==> config.mk <==
export PLATFORM = sky130hd
export DESIGN_NAME = disp_mux_scheduler
export DESIGN_NICKNAME = d
export VERILOG_FILES = /design/src/rtl/disp_mux_pkg.sv /design/src/rtl/hex_to_sseg.sv /design/src/rtl/disp_mux_scheduler.sv
export SDC_FILE = /design/constraint.sdc
export NUM_CORES = 1
export LEC_CHECK = 0
export ABC_AREA = 1
export CAP_MARGIN = 10
export CORE_AREA = 2 2 98 100
export CTS_CLUSTER_DIAMETER = 150
export CTS_CLUSTER_SIZE = 16
export DETAILED_ROUTE_END_ITERATION = 12
export DIE_AREA = 0 0 100 102
export PLACE_DENSITY = 0.69
export SETUP_SLACK_MARGIN = 0.4
export SYNTH_ARGS = -nofsm -noshare
export SYNTH_HDL_FRONTEND = slang
export SYNTH_SLANG_ARGS = --single-unit
==> constraint.sdc <==
create_clock -name clk_amisha -period 3.32 [get_ports clk_amisha]
set_input_delay 0.498 -clock clk_amisha [delete_from_list [all_inputs] [get_ports clk_amisha]]
set_output_delay 0.498 -clock clk_amisha [all_outputs]
set_load 0.03 [all_outputs]
==> src/rtl/disp_mux_pkg.sv <==
// Shared types and constants for the multiplexed 4-digit seven-segment display scheduler.
package disp_mux_pkg;

  typedef enum logic {
    S_BLANK = 1'b0,
    S_ON    = 1'b1
  } state_t;

  localparam int NUM_DIGITS = 4;
  localparam int DIG_W      = $clog2(NUM_DIGITS);

  localparam logic [NUM_DIGITS-1:0] AN_OFF     = 4'hF;
  localparam logic [7:0]            SSEG_BLANK = 8'hFF;

endpackage

==> src/rtl/hex_to_sseg.sv <==
// Combinational hex nibble to active-low gfedcba segment decoder.
module hex_to_sseg (
  input  logic [3:0] nibble,
  output logic [6:0] seg
);

  always_comb begin
    case (nibble)
      4'h0:    seg = 7'h40;
      4'h1:    seg = 7'h79;
      4'h2:    seg = 7'h24;
      4'h3:    seg = 7'h30;
      4'h4:    seg = 7'h19;
      4'h5:    seg = 7'h12;
      4'h6:    seg = 7'h02;
      4'h7:    seg = 7'h78;
      4'h8:    seg = 7'h00;
      4'h9:    seg = 7'h10;
      4'hA:    seg = 7'h08;
      4'hB:    seg = 7'h03;
      4'hC:    seg = 7'h46;
      4'hD:    seg = 7'h21;
      4'hE:    seg = 7'h06;
      default: seg = 7'h0E;
    endcase
  end

endmodule

==> src/rtl/disp_mux_scheduler.sv <==
// Time-multiplexed 4-digit display scheduler with frame-aligned data commit.
// Optional build macro LEADING_ZERO_BLANK_EN darkens leading zero digits (digit0 always shown).
module disp_mux_scheduler
  import disp_mux_pkg::*;
#(
  parameter int SLOT_CYCLES  = 50000,
  parameter int BLANK_CYCLES = 500
) (
  input  logic                  clk_amisha,
  input  logic                  reset_n_amisha,
  input  logic                  load_amisha,
  input  logic [15:0]           din_amisha,
  input  logic [NUM_DIGITS-1:0] dp_amisha,
  input  logic [NUM_DIGITS-1:0] mask_amisha,
  output logic                  load_ack_amisha,
  output logic                  frame_tick_amisha,
  output logic [NUM_DIGITS-1:0] an_amisha,
  output logic [7:0]            sseg_amisha
);

  localparam int CNT_W = $clog2(SLOT_CYCLES);
  localparam logic [CNT_W-1:0] BLANK_LAST = CNT_W'(BLANK_CYCLES - 1);
  localparam logic [CNT_W-1:0] ON_LAST    = CNT_W'(SLOT_CYCLES - BLANK_CYCLES - 1);
  localparam logic [DIG_W-1:0] DIG_LAST   = DIG_W'(NUM_DIGITS - 1);

  state_t                  state_q, state_d;
  logic [CNT_W-1:0]        cnt_q, cnt_d;
  logic [DIG_W-1:0]        digit_q, digit_d;
  logic                    commit;

  logic                    pending_q;
  logic [15:0]             pend_din_q, shd_din_q;
  logic [NUM_DIGITS-1:0]   pend_dp_q, shd_dp_q;
  logic [NUM_DIGITS-1:0]   pend_mask_q, shd_mask_q;

  logic [NUM_DIGITS-1:0]   an_q, an_d;
  logic [7:0]              sseg_q, sseg_d;
  logic                    load_ack_q, frame_tick_q;

  logic [3:0]              cur_nib;
  logic [6:0]              cur_seg;
  logic                    lz_dark;

  assign cur_nib = shd_din_q[{digit_q, 2'b00} +: 4];

  hex_to_sseg u_dec (
    .nibble (cur_nib),
    .seg    (cur_seg)
  );

`ifdef LEADING_ZERO_BLANK_EN
  // Dark when this digit and every higher digit carry a zero nibble and no decimal point.
  always_comb begin
    lz_dark = (digit_q != '0);
    for (int i = 0; i < NUM_DIGITS; i++) begin
      if (i >= int'(digit_q) && (shd_din_q[4*i +: 4] != 4'h0 || shd_dp_q[i])) lz_dark = 1'b0;
    end
  end
`else
  assign lz_dark = 1'b0;
`endif

  // NOTE: every signal gets a default before the case so no path leaves one unassigned (no latches).
  always_comb begin
    state_d = state_q;
    cnt_d   = cnt_q + 1'b1;
    digit_d = digit_q;
    commit  = 1'b0;
    an_d    = AN_OFF;
    sseg_d  = SSEG_BLANK;

    unique case (state_q)
      S_BLANK: begin
        if (cnt_q == BLANK_LAST) begin
          state_d = S_ON;
          cnt_d   = '0;
        end
      end
      S_ON: begin
        if (cnt_q == ON_LAST) begin
          state_d = S_BLANK;
          cnt_d   = '0;
          digit_d = digit_q + 1'b1;
          commit  = (digit_q == DIG_LAST);
        end
      end
    endcase

    // Digit index and shadow only change on ON->BLANK edges, so current values are valid here.
    if (state_d == S_ON && !lz_dark) begin
      sseg_d = {~shd_dp_q[digit_q], cur_seg};
      if (shd_mask_q[digit_q]) an_d[digit_q] = 1'b0;
    end
  end

  // NOTE: sequential state uses non-blocking assignments so every register samples pre-edge values.
  always_ff @(posedge clk_amisha or negedge reset_n_amisha) begin
    if (!reset_n_amisha) begin
      state_q      <= S_BLANK;
      cnt_q        <= '0;
      digit_q      <= '0;
      pending_q    <= 1'b0;
      pend_din_q   <= '0;
      pend_dp_q    <= '0;
      pend_mask_q  <= '0;
      shd_din_q    <= '0;
      shd_dp_q     <= '0;
      shd_mask_q   <= AN_OFF;
      an_q         <= AN_OFF;
      sseg_q       <= SSEG_BLANK;
      load_ack_q   <= 1'b0;
      frame_tick_q <= 1'b0;
    end else begin
      state_q      <= state_d;
      cnt_q        <= cnt_d;
      digit_q      <= digit_d;
      an_q         <= an_d;
      sseg_q       <= sseg_d;
      frame_tick_q <= commit;
      load_ack_q   <= commit && pending_q;

      // The old buffer commits even if a new load lands on the same edge.
      if (commit && pending_q) begin
        shd_din_q  <= pend_din_q;
        shd_dp_q   <= pend_dp_q;
        shd_mask_q <= pend_mask_q;
      end

      if (load_amisha) begin
        pend_din_q  <= din_amisha;
        pend_dp_q   <= dp_amisha;
        pend_mask_q <= mask_amisha;
        pending_q   <= 1'b1;
      end else if (commit) begin
        pending_q   <= 1'b0;
      end
    end
  end

  assign an_amisha         = an_q;
  assign sseg_amisha       = sseg_q;
  assign load_ack_amisha   = load_ack_q;
  assign frame_tick_amisha = frame_tick_q;

endmodule

==> results <==
- The run finished with clean final reports.
- The required time at the worst-slack endpoint is between 3 and 4 ns.
- The count of placed standard cells in the final layout, fillers left out is 635.
- Counting I/O delays and the setup requirement, the final critical path takes 2.16 ns.
- The remaining max-slew budget at the tightest pin is 0.339.
- The number of max-slew violations in the final report is 0.
- The total of fill cells in the finished design is 894.
- The final instance area is roughly 4600 sq um.
- The clock drives 82 sinks.
- The portion of synthesized cell area occupied by the leading cell type is 0.415.
- The share of the Yosys chip area taken by registers is 0.521.
- The class of the most critical hold timing path is in2async.
- The critical path in this run is classified as reg2reg.
- The sequential cell area is 2070 sq um.
- The number of antenna violations at the first check in global routing is 0.
- The global-route wire length before repair is between 10 and 15 mm.
- The number of routed nets with antenna violations is 0.
- When the netlist entered floorplanning its net count stood at 523.
- For this run, the total global-route usage over all layers was measured as 0.168.
- The number of placed instances, taps included, is approximately 620.
- Measured along the y axis, the die boundary spans 102 um.
- The number of synthesized register bits is 82.
- The CTS tree is done.
- The width of the die is 100 um.
- The worst-case IR drop observed on VDD is 205 uV.
- After clock tree synthesis, the clock-pin slew on the worst setup and hold paths is 0.09 ns.
- STA classifies the critical path startpoint as a flip-flop.
- Of the total power, the share spent switching nets is 0.240.
- Routability-driven placement finished with a final weighted congestion of 0.909.
- Ranked by total cell area, the synthesized netlist is headed by sky130_fd_sc_hd__dfrtp_1 (42%), sky130_fd_sc_hd__nand2_1 (18%), sky130_fd_sc_hd__dfstp_2 (11%).
- The count of endpoints failing setup in the final report is 0.
- Gates resized during post-CTS repair numbered 0.
- After synthesis, the netlist uses 29 different library cells.
- Setup repair after global routing left no endpoint under its margin.
- Traced cell by cell, the critical path runs through inv_1 > nand2_1 > nand3_1 > nand2_1 > inv_1 > ha_1 > inv_1 > nand2_1 > nand3_1 > nand3_1.
- Port buffering added 40 buffers.
- The clock share of power is 0.373.
- In this run the cell area of the synthesized design comes to 3980 sq um.
- On the final layout, the worst hold slack is 0.293 ns.
- Once the clock tree was built, the setup fixing pass inserted 0 buffers.
- The total die area is 10200 sq um.
- In this run the count of I/O pins placed on the die edge is 41.
- The routed via count divided by cell count is 4.93.
- Static timing analysis puts the maximum clock frequency at 463 MHz.
- Dividing total power by cell area gives a power density of 388 nW/um^2.
- The area of placed instances is 4430 sq um.
- The starting density of the core is 0.437.
- The initialized floorplan defines 35 standard-cell rows.
- The number of max-cap violations is 0.
- A synthesized cell averages 8.20 sq um.
- The via count of the first global-routing pass was 2981.
- Of the total power, registers draw 0.582.
- In the synthesized netlist, the number of instances is 485.
- The largest area contributor in the netlist is sky130_fd_sc_hd__dfrtp_1.
- CTS built an H-tree with a depth of 3.
- The clock arrives with around 0.011 ns of skew.
- The power spent charging and discharging nets is 0.428 mW.
- The count of hold-fix buffers inserted at cts is 0.
- The total via count after detailed routing is 3130.
- The maximum clock path buffer count is 2.
- Of the total power, combinational logic draws 0.045.
- Leaving out fill and tap cells, the most frequent cell in the layout is sky130_fd_sc_hd__nand2_1.
- The number of nets in the final layout is 557.
- The cell with the largest stage delay on the worst path is sky130_fd_sc_hd__dfrtp_1.
- The actual slew at the worst max-slew pin is around 0.99 ns.
- Dividing the final minimum period by the clock period gives 0.651.
- In the routed design, unresolved DRC markers number 0.
- The layout-stage area growth over the synthesis result is 15.9%.
- The average wire per standard cell is 12.0 um.
- The leakage power figure is 2.26 nW.
- For the final routed database, the setup TNS stands at 0 ns.
- In this run the critical register-to-register path is launched from digit_q[0]$_DFFE_PN0P_.
- Clock tree synthesis inserted a total of 9 buffers.
- The endpoint type of the worst setup path is a flip-flop.
- The repair_antennas step left the layout with diodes totalling 0.
- The maximum fanout along the worst path is 17.
- Entering global routing, the biggest net connects 83 pins.
- The total of warnings raised by yosys is 0.
- In this run the standard cell core region covers 9110 sq um.
- The detailed router finished its first iteration with between 150 and 200 violations.
- The number of hold violations in the final report is 0.
- In this run the worst setup path begins at digit_q[0]$_DFFE_PN0P_.
- On the worst path, the slowest cell contributes a delay of between 0.6 and 0.7 ns.
- For the worst flop-to-flop path, the logic depth is 10.
- In this run the register-to-register setup slack is 1.16 ns.
- In the layout the commonest cells are sky130_fd_sc_hd__nand2_1 (190), sky130_fd_sc_hd__dfrtp_1 (66), sky130_fd_sc_hd__nor2_1 (45).
- The HPWL after detailed placement is 5.44 mm.
- The insertion delay of the later-clocked pin in the worst-skew pair is 0.36 ns.
- Cell internal power was estimated by the tool at 1.36 mW.
- The most critical setup path has its endpoint at sseg_amisha[0]$_DFF_PN1_.
- The first detailed-routing pass ran for 4 iterations.
- The root buffer selected by CTS is sky130_fd_sc_hd__clkbuf_8.
- At the worst endpoint, the arrival time is 2.42 ns.
- In the final layout, the multi-input gates occupy 1680 sq um.
- The detailed-route wire length is 7.65 mm.
- The endpoint identified for the worst register-to-register timing path is sseg_amisha[0]$_DFF_PN1_.
- Of the cells placed in the final design, the portion with a size suffix greater than 1 is 0.0954.
- The total grt overflow is 0.
==> layer usage <==
metal	GRT usage	vias up	share of wire
met2	0.271	60	0.45
met3	0.0390	10	0.042
met5	0	-	0
met1	0.227	1450	0.49
met4	0.0569	0	0.013
li1	-	1610	-
==> worst min-delay path by stage <==
stage	startpoint	endpoint	slack [ns]	cells after the start
after floorplan	reset_n_amisha	cnt_q[0]$_DFF_PN0_	0.20	0
after global placement	cnt_q[0]$_DFF_PN0_	cnt_q[0]$_DFF_PN0_	0.44	1
after detailed placement	shd_din_q[9]$_DFFE_PN0P_	shd_din_q[9]$_DFFE_PN0P_	0.46	2
after CTS	reset_n_amisha	cnt_q[10]$_DFF_PN0_	0.35	1
after global routing	reset_n_amisha	cnt_q[11]$_DFF_PN0_	0.39	1
final	reset_n_amisha	cnt_q[10]$_DFF_PN0_	0.29	1
==> synth_stat cells, drive strengths merged <==
| master | instances |
|---|---|
| buf | 10 |
| or2 | 1 |
| clkbuf | 9 |
| o21bai | 1 |
| nand4 | 25 |
| xnor2 | 1 |
| o22ai | 2 |
| xor2 | 10 |
| nor3b | 1 |
| nand3 | 44 |
| nor2 | 49 |
| nand3b | 1 |
| dfrtp | 66 |
| inv | 33 |
| a21oi | 1 |
| o21ai | 13 |
| dfstp | 16 |
| ha | 11 |
| nand2 | 191 |
==> layout make-up <==
class | instances | share of cell area
Inverter | 33 | 0.0269
Clock buffer | 11 | 0.0307
Timing Repair Buffer | 42 | 0.0896
Clock inverter | 5 | 0.00842
Sequential cell | 82 | 0.450
Tap cell | 111 | 0.0301
Multi-Input combinational cell | 351 | 0.364
==> power by group through the flow <==
stage          registers [mW]  logic, mW  clock network, mW
2_1_floorplan            1.05     0.0299                  0
3_3_place_gp             1.06     0.0828                  0
3_5_place_dp             1.06     0.0847                  0
4_1_cts                  1.04     0.0847              0.686
5_1_grt                  1.04     0.0953              0.733
6_report                 1.04     0.0812              0.665
==> cells by family (layout without fill, tap and decap cells) <==
| family | Yosys count | count (layout) | share of synthesized area |
|---|---|---|---|
| and+or+nand+nor | 312 | 312 | 0.341 |
| DFF | 82 | 82 | 0.521 |
| buffers and inverters | 52 | 91 | 0.0566 |
| AOI/OAI and AO/OA | 17 | 17 | 0.0227 |
| adders and majority gates | 11 | 11 | 0.0346 |
| xor gates and xnor gates | 11 | 11 | 0.0242 |
==> flip-flops by register name (all words and copies together) (netlist names) <==
name and count:
an_amisha 4, cnt_q 16, digit_q 2, frame_tick_amisha 1, load_ack_amisha 1, pend_din_q 16, pend_dp_q 4, pend_mask_q 4
pending_q 1, shd_din_q 16, shd_dp_q 4, shd_mask_q 4, sseg_amisha 8, state_q 1
==> per-stage QoR <==
| stage | util | power, mW | worst slack (ns) |
|---|---|---|---|
| final | 0.506 | 1.79 | 1.16 |
| after CTS | 0.506 | 1.81 | 1.18 |
| after global placement | 0.486 | 1.14 | 1.23 |
| after floorplan | - | 1.08 | 1.69 |
| after global routing | 0.506 | 1.87 | 0.951 |
| after detailed placement | 0.486 | 1.14 | 1.19 |
==> critical path, delay by kind of cell, from the launching register on <==
kind | cells | cell delay [ns]
adder cells (fa/ha/maj) | 1 | 0.24
buffers and inverters | 3 | 0.54
AND/OR/NAND/NOR | 6 | 0.66
flip-flops | 1 | 0.62
(Power assumes the default switching activity.)
